<file path="config.mk">
export PLATFORM = sky130hd
export DESIGN_NAME = fire_layer_sequencer
export DESIGN_NICKNAME = d
export VERILOG_FILES = /design/src/rtl/fire_seq_pkg.sv /design/src/rtl/fire_seq_watchdog.sv /design/src/rtl/fire_layer_sequencer.sv
export SDC_FILE = /design/constraint.sdc
export NUM_CORES = 1
export LEC_CHECK = 0
export CAP_MARGIN = 15
export CORE_UTILIZATION = 52
export CTS_BUF_LIST = sky130_fd_sc_hd__clkbuf_16
export DETAILED_ROUTE_END_ITERATION = 12
export PLACE_DENSITY = 0.95
export SLEW_MARGIN = 20
export SYNTH_ARGS = -nofsm -noshare
export SYNTH_HDL_FRONTEND = slang
export SYNTH_SLANG_ARGS = --single-unit
export TNS_END_PERCENT = 100
</file>
<file path="constraint.sdc">
create_clock -name clk -period 3.8 [get_ports clk]
set_input_delay 0.38 -clock clk [delete_from_list [all_inputs] [get_ports clk]]
set_output_delay 0.38 -clock clk [all_outputs]
set_load 0.02 [all_outputs]
</file>
<file path="src/rtl/fire_seq_pkg.sv">
// Shared types and default parameters for the fire layer sequencer.
// The optional watchdog is enabled by defining FIRE_SEQ_TIMEOUT_EN.
package fire_seq_pkg;

    typedef enum logic [2:0] {
        IDLE,
        RUN,
        ACK,
        DONE,
        ERR
    } state_t;

    localparam int unsigned DEF_NUM_LAYERS     = 4;
    localparam int unsigned DEF_WOUT           = 8;
    localparam int unsigned DEF_TIMEOUT_CYCLES = 65535;

endpackage

</file>
<file path="src/rtl/fire_seq_watchdog.sv">
// Counts cycles spent in RUN and flags expiry at TIMEOUT_CYCLES.
// Instantiated by fire_layer_sequencer only when FIRE_SEQ_TIMEOUT_EN is defined.
module fire_seq_watchdog
    import fire_seq_pkg::*;
#(
    parameter int unsigned TIMEOUT_CYCLES = DEF_TIMEOUT_CYCLES
) (
    input  logic clk,
    input  logic rst,
    input  logic clear,
    input  logic run,
    output logic expired
);

    localparam int unsigned CW = $clog2(TIMEOUT_CYCLES + 1);
    localparam logic [CW-1:0] LIMIT = CW'(TIMEOUT_CYCLES - 1);

    logic [CW-1:0] cnt_q;
    logic [CW-1:0] cnt_d;

    // After k edges in RUN the count is k-1, so expiry is seen on edge TIMEOUT_CYCLES.
    assign expired = run && (cnt_q >= LIMIT);

    always_comb begin
        // NOTE: assign a default first so every path drives cnt_d and no latch is inferred.
        cnt_d = cnt_q;
        if (clear) begin
            cnt_d = '0;
        end else if (run && !expired) begin
            cnt_d = cnt_q + 1'b1;
        end
    end

    always_ff @(posedge clk or negedge rst) begin
        if (!rst) begin
            cnt_q <= '0;
        end else begin
            cnt_q <= cnt_d;
        end
    end

endmodule

</file>
<file path="src/rtl/fire_layer_sequencer.sv">
// Walks NUM_LAYERS layers in order, counting samples and acknowledging each finish.
// Define FIRE_SEQ_TIMEOUT_EN to add the RUN watchdog and the ERR state.
module fire_layer_sequencer
    import fire_seq_pkg::*;
#(
    parameter int unsigned NUM_LAYERS     = DEF_NUM_LAYERS,
    parameter int unsigned WOUT           = DEF_WOUT,
    parameter int unsigned TIMEOUT_CYCLES = DEF_TIMEOUT_CYCLES
) (
    input  logic                          clk,
    input  logic                          rst,
    input  logic                          start,
    input  logic                          abort,
    input  logic [NUM_LAYERS-1:0]         layer_finish,
    input  logic [NUM_LAYERS-1:0]         layer_sample,
    output logic [NUM_LAYERS-1:0]         layer_en,
    output logic [NUM_LAYERS-1:0]         ram_feedback,
    output logic [$clog2(NUM_LAYERS):0]   cur_layer,
    output logic [$clog2(WOUT*WOUT):0]    sample_cnt,
    output logic                          busy,
    output logic                          done,
    output logic                          count_err,
    output logic                          timeout_err
);

    localparam int unsigned CLW = $clog2(NUM_LAYERS) + 1;
    localparam int unsigned SCW = $clog2(WOUT * WOUT) + 1;
    localparam logic [SCW-1:0]        EXP_CNT    = SCW'(WOUT * WOUT);
    localparam logic [CLW-1:0]        LAST_LAYER = CLW'(NUM_LAYERS - 1);
    localparam logic [NUM_LAYERS-1:0] FIRST_EN   = NUM_LAYERS'(1);

    state_t                state_q;
    logic [NUM_LAYERS-1:0] layer_en_q;
    logic [NUM_LAYERS-1:0] ram_feedback_q;
    logic [CLW-1:0]        cur_layer_q;
    logic [SCW-1:0]        sample_cnt_q;
    logic                  done_q;
    logic                  count_err_q;

    logic                  cur_sample;
    logic                  cur_finish;
    logic [SCW-1:0]        cnt_seen;

    // layer_en_q is one-hot only in RUN, so masking with it ignores other layers.
    assign cur_sample = |(layer_sample & layer_en_q);
    assign cur_finish = |(layer_finish & layer_en_q);
    assign cnt_seen   = (cur_sample && !(&sample_cnt_q)) ? sample_cnt_q + 1'b1 : sample_cnt_q;

`ifdef FIRE_SEQ_TIMEOUT_EN
    logic wd_expired;
    logic timeout_err_q;

    fire_seq_watchdog #(
        .TIMEOUT_CYCLES(TIMEOUT_CYCLES)
    ) u_watchdog (
        .clk    (clk),
        .rst    (rst),
        .clear  (state_q != RUN),
        .run    (state_q == RUN),
        .expired(wd_expired)
    );

    assign timeout_err = timeout_err_q;
`else
    assign timeout_err = 1'b0;
`endif

    // NOTE: sequential state uses non-blocking assignments so every register samples pre-edge values.
    always_ff @(posedge clk or negedge rst) begin
        if (!rst) begin
            state_q        <= IDLE;
            layer_en_q     <= '0;
            ram_feedback_q <= '0;
            cur_layer_q    <= '0;
            sample_cnt_q   <= '0;
            done_q         <= 1'b0;
            count_err_q    <= 1'b0;
`ifdef FIRE_SEQ_TIMEOUT_EN
            timeout_err_q  <= 1'b0;
`endif
        end else begin
            ram_feedback_q <= '0;
            done_q         <= 1'b0;
            if (abort) begin
                state_q    <= IDLE;
                layer_en_q <= '0;
            end else begin
                case (state_q)
                    IDLE: begin
                        if (start) begin
                            state_q       <= RUN;
                            cur_layer_q   <= '0;
                            sample_cnt_q  <= '0;
                            layer_en_q    <= FIRST_EN;
                            count_err_q   <= 1'b0;
`ifdef FIRE_SEQ_TIMEOUT_EN
                            timeout_err_q <= 1'b0;
`endif
                        end
                    end
                    RUN: begin
`ifdef FIRE_SEQ_TIMEOUT_EN
                        if (wd_expired) begin
                            state_q       <= ERR;
                            layer_en_q    <= '0;
                            timeout_err_q <= 1'b1;
                        end else begin
`else
                        begin
`endif
                            sample_cnt_q <= cnt_seen;
                            if (cur_finish) begin
                                state_q        <= ACK;
                                layer_en_q     <= '0;
                                ram_feedback_q <= layer_en_q;
                                if (cnt_seen != EXP_CNT) begin
                                    count_err_q <= 1'b1;
                                end
                            end
                        end
                    end
                    ACK: begin
                        if (cur_layer_q == LAST_LAYER) begin
                            state_q <= DONE;
                            done_q  <= 1'b1;
                        end else begin
                            state_q      <= RUN;
                            cur_layer_q  <= cur_layer_q + 1'b1;
                            sample_cnt_q <= '0;
                            layer_en_q   <= ram_feedback_q << 1;
                        end
                    end
                    DONE: begin
                        state_q <= IDLE;
                    end
                    ERR: begin
                        state_q <= ERR;
                    end
                    default: begin
                        state_q <= IDLE;
                    end
                endcase
            end
        end
    end

    assign layer_en     = layer_en_q;
    assign ram_feedback = ram_feedback_q;
    assign cur_layer    = cur_layer_q;
    assign sample_cnt   = sample_cnt_q;
    assign busy         = (state_q != IDLE);
    assign done         = done_q;
    assign count_err    = count_err_q;

endmodule

</file>
==> results of run 1 <==
-- stage by stage --
| step | instance area (µm²) | hold slack (ps) | total power (W) | cells | util |
|---|---|---|---|---|---|
| floorplan | 1350 | 84.4 | 0.000324 | 127 | - |
| global placement | 1650 | 494 | 0.000357 | 182 | 0.673 |
| detailed placement | 1650 | 511 | 0.000363 | 182 | 0.673 |
| CTS | 1730 | 533 | 0.000588 | 186 | 0.705 |
| global route | 1730 | 136 | 0.000606 | 186 | 0.703 |
| finish | 1730 | 93.6 | 0.000586 | 186 | 0.703 |
-- layout by cell type, fill, tap and decap left out, types with 2 or more instances in the layout --
cell type / n
a211oi_1: 2
a21oi_1: 6
a22oi_1: 2
a22oi_4: 2
a31oi_1: 2
and2_1: 5
and3_1: 5
clkbuf_16: 3
clkdlybuf4s50_1: 31
dfrtp_1: 23
ha_1: 3
inv_1: 6
mux2_1: 3
mux2i_1: 3
nand2_1: 8
nand3_1: 4
nand3b_1: 2
nor2_1: 6
nor3_2: 2
o211ai_1: 2
o21ai_0: 2
o21ai_1: 5
or3_1: 2
-- cell type report --
class,instances,area (µm²),area share
Clock buffer,3,75.1,0.0435
Clock inverter,1,3.75,0.00217
Timing Repair Buffer,32,315,0.183
Inverter,5,18.8,0.0109
Sequential cell,23,576,0.333
Tap cell,30,37.5,0.0217
Multi-Input combinational cell,92,701,0.406
-- worst paths after layout --
path,endpoint,slack (ps),depth (start not counted),from
min in group clk,cur_layer[1]$_DFFE_PN0P_,530,1,cur_layer[1]$_DFFE_PN0P_
worst min register to register,cur_layer[1]$_DFFE_PN0P_,530,1,cur_layer[1]$_DFFE_PN0P_
worst min-delay path,done$_DFF_PN0_,90,1,rst
max in group asynchronous,cur_layer[0]$_DFFE_PN0P_,3360,1,rst
worst max register to register,sample_cnt[1]$_DFFE_PN0P_,1530,6,cur_layer[0]$_DFFE_PN0P_
worst max-delay path,sample_cnt[1]$_DFFE_PN0P_,1530,6,cur_layer[0]$_DFFE_PN0P_
-- metal layers --
metal	vias up	routed length, µm	GRT usage
met1	551	1330	0.314
met2	36	1720	0.456
met4	0	23	0.110
li1	532	-	-
met3	4	116	0.0345
met5	-	0	0
-- worst max-delay path: cells and delay by family (launching register included) --
family | cells | cell delay (ps)
AO/OA/AOI/OAI | 3 | 670
adder cells (fa/ha/maj) | 2 | 450
AND/OR/NAND/NOR | 1 | 640
flip-flops | 1 | 400
-- report_power, final --
| group | internal (W) | total, W | switching [W] |
|---|---|---|---|
| clock network | 0.000141 | 0.000227 | 0.0000870 |
| registers | 0.000252 | 0.000266 | 0.0000136 |
| logic | 0.0000439 | 0.0000926 | 0.0000488 |
-- synthesized netlist by cell type, drive strengths merged (3+ instances only) --
master  instances
nor2            6
mux2            4
ha              3
a22oi           4
dfrtp          23
and2            5
nand2           8
and3            6
o21ai           7
buf             5
nand3           5
inv             5
mux2i           3
nor3            3
a21oi           6
-- flip-flops by register name (all words and copies together), names as in the netlist --
name and flops:
ram_feedback 4, layer_en 4, sample_cnt 7, done 1
count_err 1, cur_layer 3, state_q 3
-- logic make-up after synthesis --
family          Yosys count  share of synthesized area
simple gates             43                      0.186
compound gates           37                      0.242
flops                    23                      0.428
buf+inv                  12                     0.0520
mux                       7                     0.0558
fa+ha+maj                 3                     0.0279
other cells               1                    0.00279
xor+xnor                  1                    0.00651
==> flow_summary.toml, run 1 <==
[final_layout]
n_antenna_cell = 0
fin_nets = 172
layout-drive-gt1-share = 0.103
fill_cells = 176
synthToLayoutAreaGrowth_pct = 28.3

[timing]
hold_viol = 0
finalCritPeriodShare = 0.596
fmax_mhz = 441
worst_pin_slew_ps = 519
maxSlewViolCount = 0
final.min_clock_period_ps = 2270
finalSetupTns_ps = 0
max_slew_margin = 0.654
fin_ws_ps = 1530
setup_viol = 0
rsz0062_at_grt = "false"
fin_skew_ps = 4.13

[floorplan]
start_util = 0.548
rows = 18
io_pins = 34
design.core.area_um2 = 2450
die_w_um = 52.9
die_y_um = 52.9
die-area_um2 = 2800

[yosys]
ys_ff_latch = 23
yosysTopAreaCell = "dfrtp_1"
ys_warn_count = 0
netlist-cell-type-count = 52
synth_flop_cell = "dfrtp_1"
syn-cell-area_um2 = 1350
syn_inst = 127
synth_edf_count = 0
ys_seq_area_frac = 0.428
synth_area_per_cell_um2 = 10.6
synth.top_cell.area_share = 0.428
async_reset_ff_frac = 1.00
synth_fp_nets = 142
synth.area.top_cells = "dfrtp_1, a22oi_4, ha_1, mux2_1, and2_1"

[global_route]
grt_pass1_wl_um = 5180
grt.overflow.total = 0
grt_max_degree = 24
grtUsageTotal = 0.259
antenna_found_initial = 0
grt_pass1_vias = 1069

[critical_path]
crit_fanout = 7
cp_data_required_time_ps = 3950
cpMostUsedCell = "ha_1"
cp-start-kind = "register"
arrival_ps = 2420
path_cells = "ha_1, ha_1, o21a_1, or4_1, o21bai_4, a32o_1"
path_class = "register to register"
cpPeakStageDelay_ps = 640
critPathCaptureType = "register"
worst_path_max_delay_cell = "or4_1"

[clock_tree]
cts_tree = "built"
cts_made_buffers = 3
clkLatencyLatePin_ps = 260
clk_pin_slew_ps = 60
root_buffer = "clkbuf_16"
post_cts_buffers = 0
hold_buffers = 0
cts_max_level = 1
cts_max_path_buffers = 2
clock-sinks = 23
cts_resized = 0

[detailed_routing]
drc = 0
wl_per_cell_um = 17.1
vias_per_cell = 6.04
drt-pass1-iter-count = 4
drtIter0Drc = 18
drtAntennaViolNets = 0
via_count = 1123
wirelength_um = 3190

[hold_path]
hold_path_class = "primary input to async pin"

[placed_design]
dp_hpwl_um = 2340
gp_congestion = 0.871
io_buffer_count = 32
dp_slack_ps = 1570

[status]
outcome = "completed"

[pwr]
power.density_nw_per_um2 = 339
ir_drop_mv = 0.226
power.leakage_nw = 0.779

[run]
max_cap_violations = 0
Power figures use the tool's default switching activity.
==> run 2: changes to the inputs <==
- CORE_UTILIZATION: 52 -> 48
- PLACE_DENSITY: 0.95 -> 0.89
- clock period: 3.8 -> 2.3 ns (I/O delays scaled with it)
==> flow_summary.toml, run 2 (synthesized netlist as in run 1, its figures left out) <==
[floorplan]
io_pins = 34
die_w_um = 55.0
design.core.area_um2 = 2570
die-area_um2 = 3020
start_util = 0.524
rows = 18
die_y_um = 55.0

[clock_tree]
root_buffer = "clkbuf_16"
cts_max_path_buffers = 2
cts_tree = "built"
cts_max_level = 1
post_cts_buffers = 0
clk_pin_slew_ps = 60
clkLatencyLatePin_ps = 260
cts_resized = 0
cts_made_buffers = 3
clock-sinks = 23
hold_buffers = 0

[timing]
hold_viol = 0
final.min_clock_period_ps = 2110
maxSlewViolCount = 0
finalSetupTns_ps = 0
fin_skew_ps = 4.29
finalCritPeriodShare = 0.918
whs_ps = 335
setup_viol = 0
fmax_mhz = 474
rsz0062_at_grt = "false"

[detailed_routing]
drt-pass1-iter-count = 4
drc = 0
vias_per_cell = 6.23
drtIter0Drc = 22
wirelength_um = 3170
via_count = 1171
drtAntennaViolNets = 0
wl_per_cell_um = 16.9

[final_layout]
fill_cells = 213
layout-drive-gt1-share = 0.114
synthToLayoutAreaGrowth_pct = 29.8
final_common_cell = "clkdlybuf4s50_1"
largest_reg_flops = 7
n_antenna_cell = 0
final_cell_mix = "clkdlybuf4s50_1, dfrtp_1, nand2_1"
fin_nets = 174

[critical_path]
cp-start-kind = "register"
arrival_ps = 2250
crit_fanout = 6
critPathCaptureType = "register"
cp_data_required_time_ps = 2430
path_class = "register to register"

[pwr]
power.density_nw_per_um2 = 558
ir_drop_mv = 0.372
power.leakage_nw = 0.787

[global_route]
grt_pass1_wl_um = 5100
antenna_found_initial = 0
grtUsageTotal = 0.242
grt_max_degree = 24
grt.overflow.total = 0
grt_pass1_vias = 1110

[placed_design]
dp_hpwl_um = 2220
gp_congestion = 0.855
io_buffer_count = 32

[status]
outcome = "completed"

[hold_path]
hold_path_class = "primary input to async pin"

[run]
max_cap_violations = 0
run 2: final timing paths:
| path | start | endpoint | slack [ps] | cells after the start |
|---|---|---|---|---|
| max in group asynchronous | rst | sample_cnt[0]$_DFFE_PN0P_ | 1730 | 2 |
| worst max-delay path | cur_layer[0]$_DFFE_PN0P_ | sample_cnt[5]$_DFFE_PN0P_ | 190 | 7 |
| worst min register to register | cur_layer[2]$_DFFE_PN0P_ | cur_layer[2]$_DFFE_PN0P_ | 510 | 2 |
| worst max register to register | cur_layer[0]$_DFFE_PN0P_ | sample_cnt[5]$_DFFE_PN0P_ | 190 | 7 |
| min in group clk | cur_layer[2]$_DFFE_PN0P_ | cur_layer[2]$_DFFE_PN0P_ | 510 | 2 |
| worst min-delay path | rst | cur_layer[2]$_DFFE_PN0P_ | 330 | 2 |
run 2: layer usage:
metal  track usage  wire, µm  up-vias
met2         0.422      1630       41
met4         0.113        52        0
li1              -         -      535
met5             0         0        -
met1         0.282      1290      590
met3        0.0519       201        5
run 2: area by class of cell:
cell class                 instances  area (µm²)  area share
tap                               30        37.5      0.0215
clock inverter                     1        5.00     0.00286
inverter                           5        18.8      0.0107
sequential                        23         576       0.329
timing repair buffer              34         335       0.192
clock buffer                       3        75.1      0.0429
multi-input combinational         92         701       0.401
run 2: through the flow:
| step | utilization | worst slack (ps) | power (W) | instances | area, µm² |
|---|---|---|---|---|---|
| detailed placement | 0.650 | 219 | 0.000602 | 184 | 1670 |
| CTS | 0.681 | 194 | 0.000983 | 188 | 1750 |
| global placement | 0.650 | 274 | 0.000596 | 184 | 1670 |
| floorplan | - | 121 | 0.000535 | 127 | 1350 |
| global route | 0.681 | 88.3 | 0.00101 | 188 | 1750 |
| finish | 0.681 | 189 | 0.000976 | 188 | 1750 |
run 2: where the power goes:
part           internal, W  switching, W
Sequential        0.000417     0.0000223
Clock             0.000234      0.000145
Combinational    0.0000765     0.0000814
run 2: critical path, stage by stage, from the launching register on:
cell	delay (ps)
dfrtp_1	400
ha_1	210
ha_1	220
o21a_1	230
or4_1	520
buf_4	190
o21ai_1	140
o31ai_1	80
==> run 3: changes to the inputs <==
- ABC_CLOCK_PERIOD_IN_PS: unset -> 2300
- CAP_MARGIN: 15 -> unset
==> results of run 3 <==
Same layout as run 2: the final DEF is identical, and so are final timing and power.
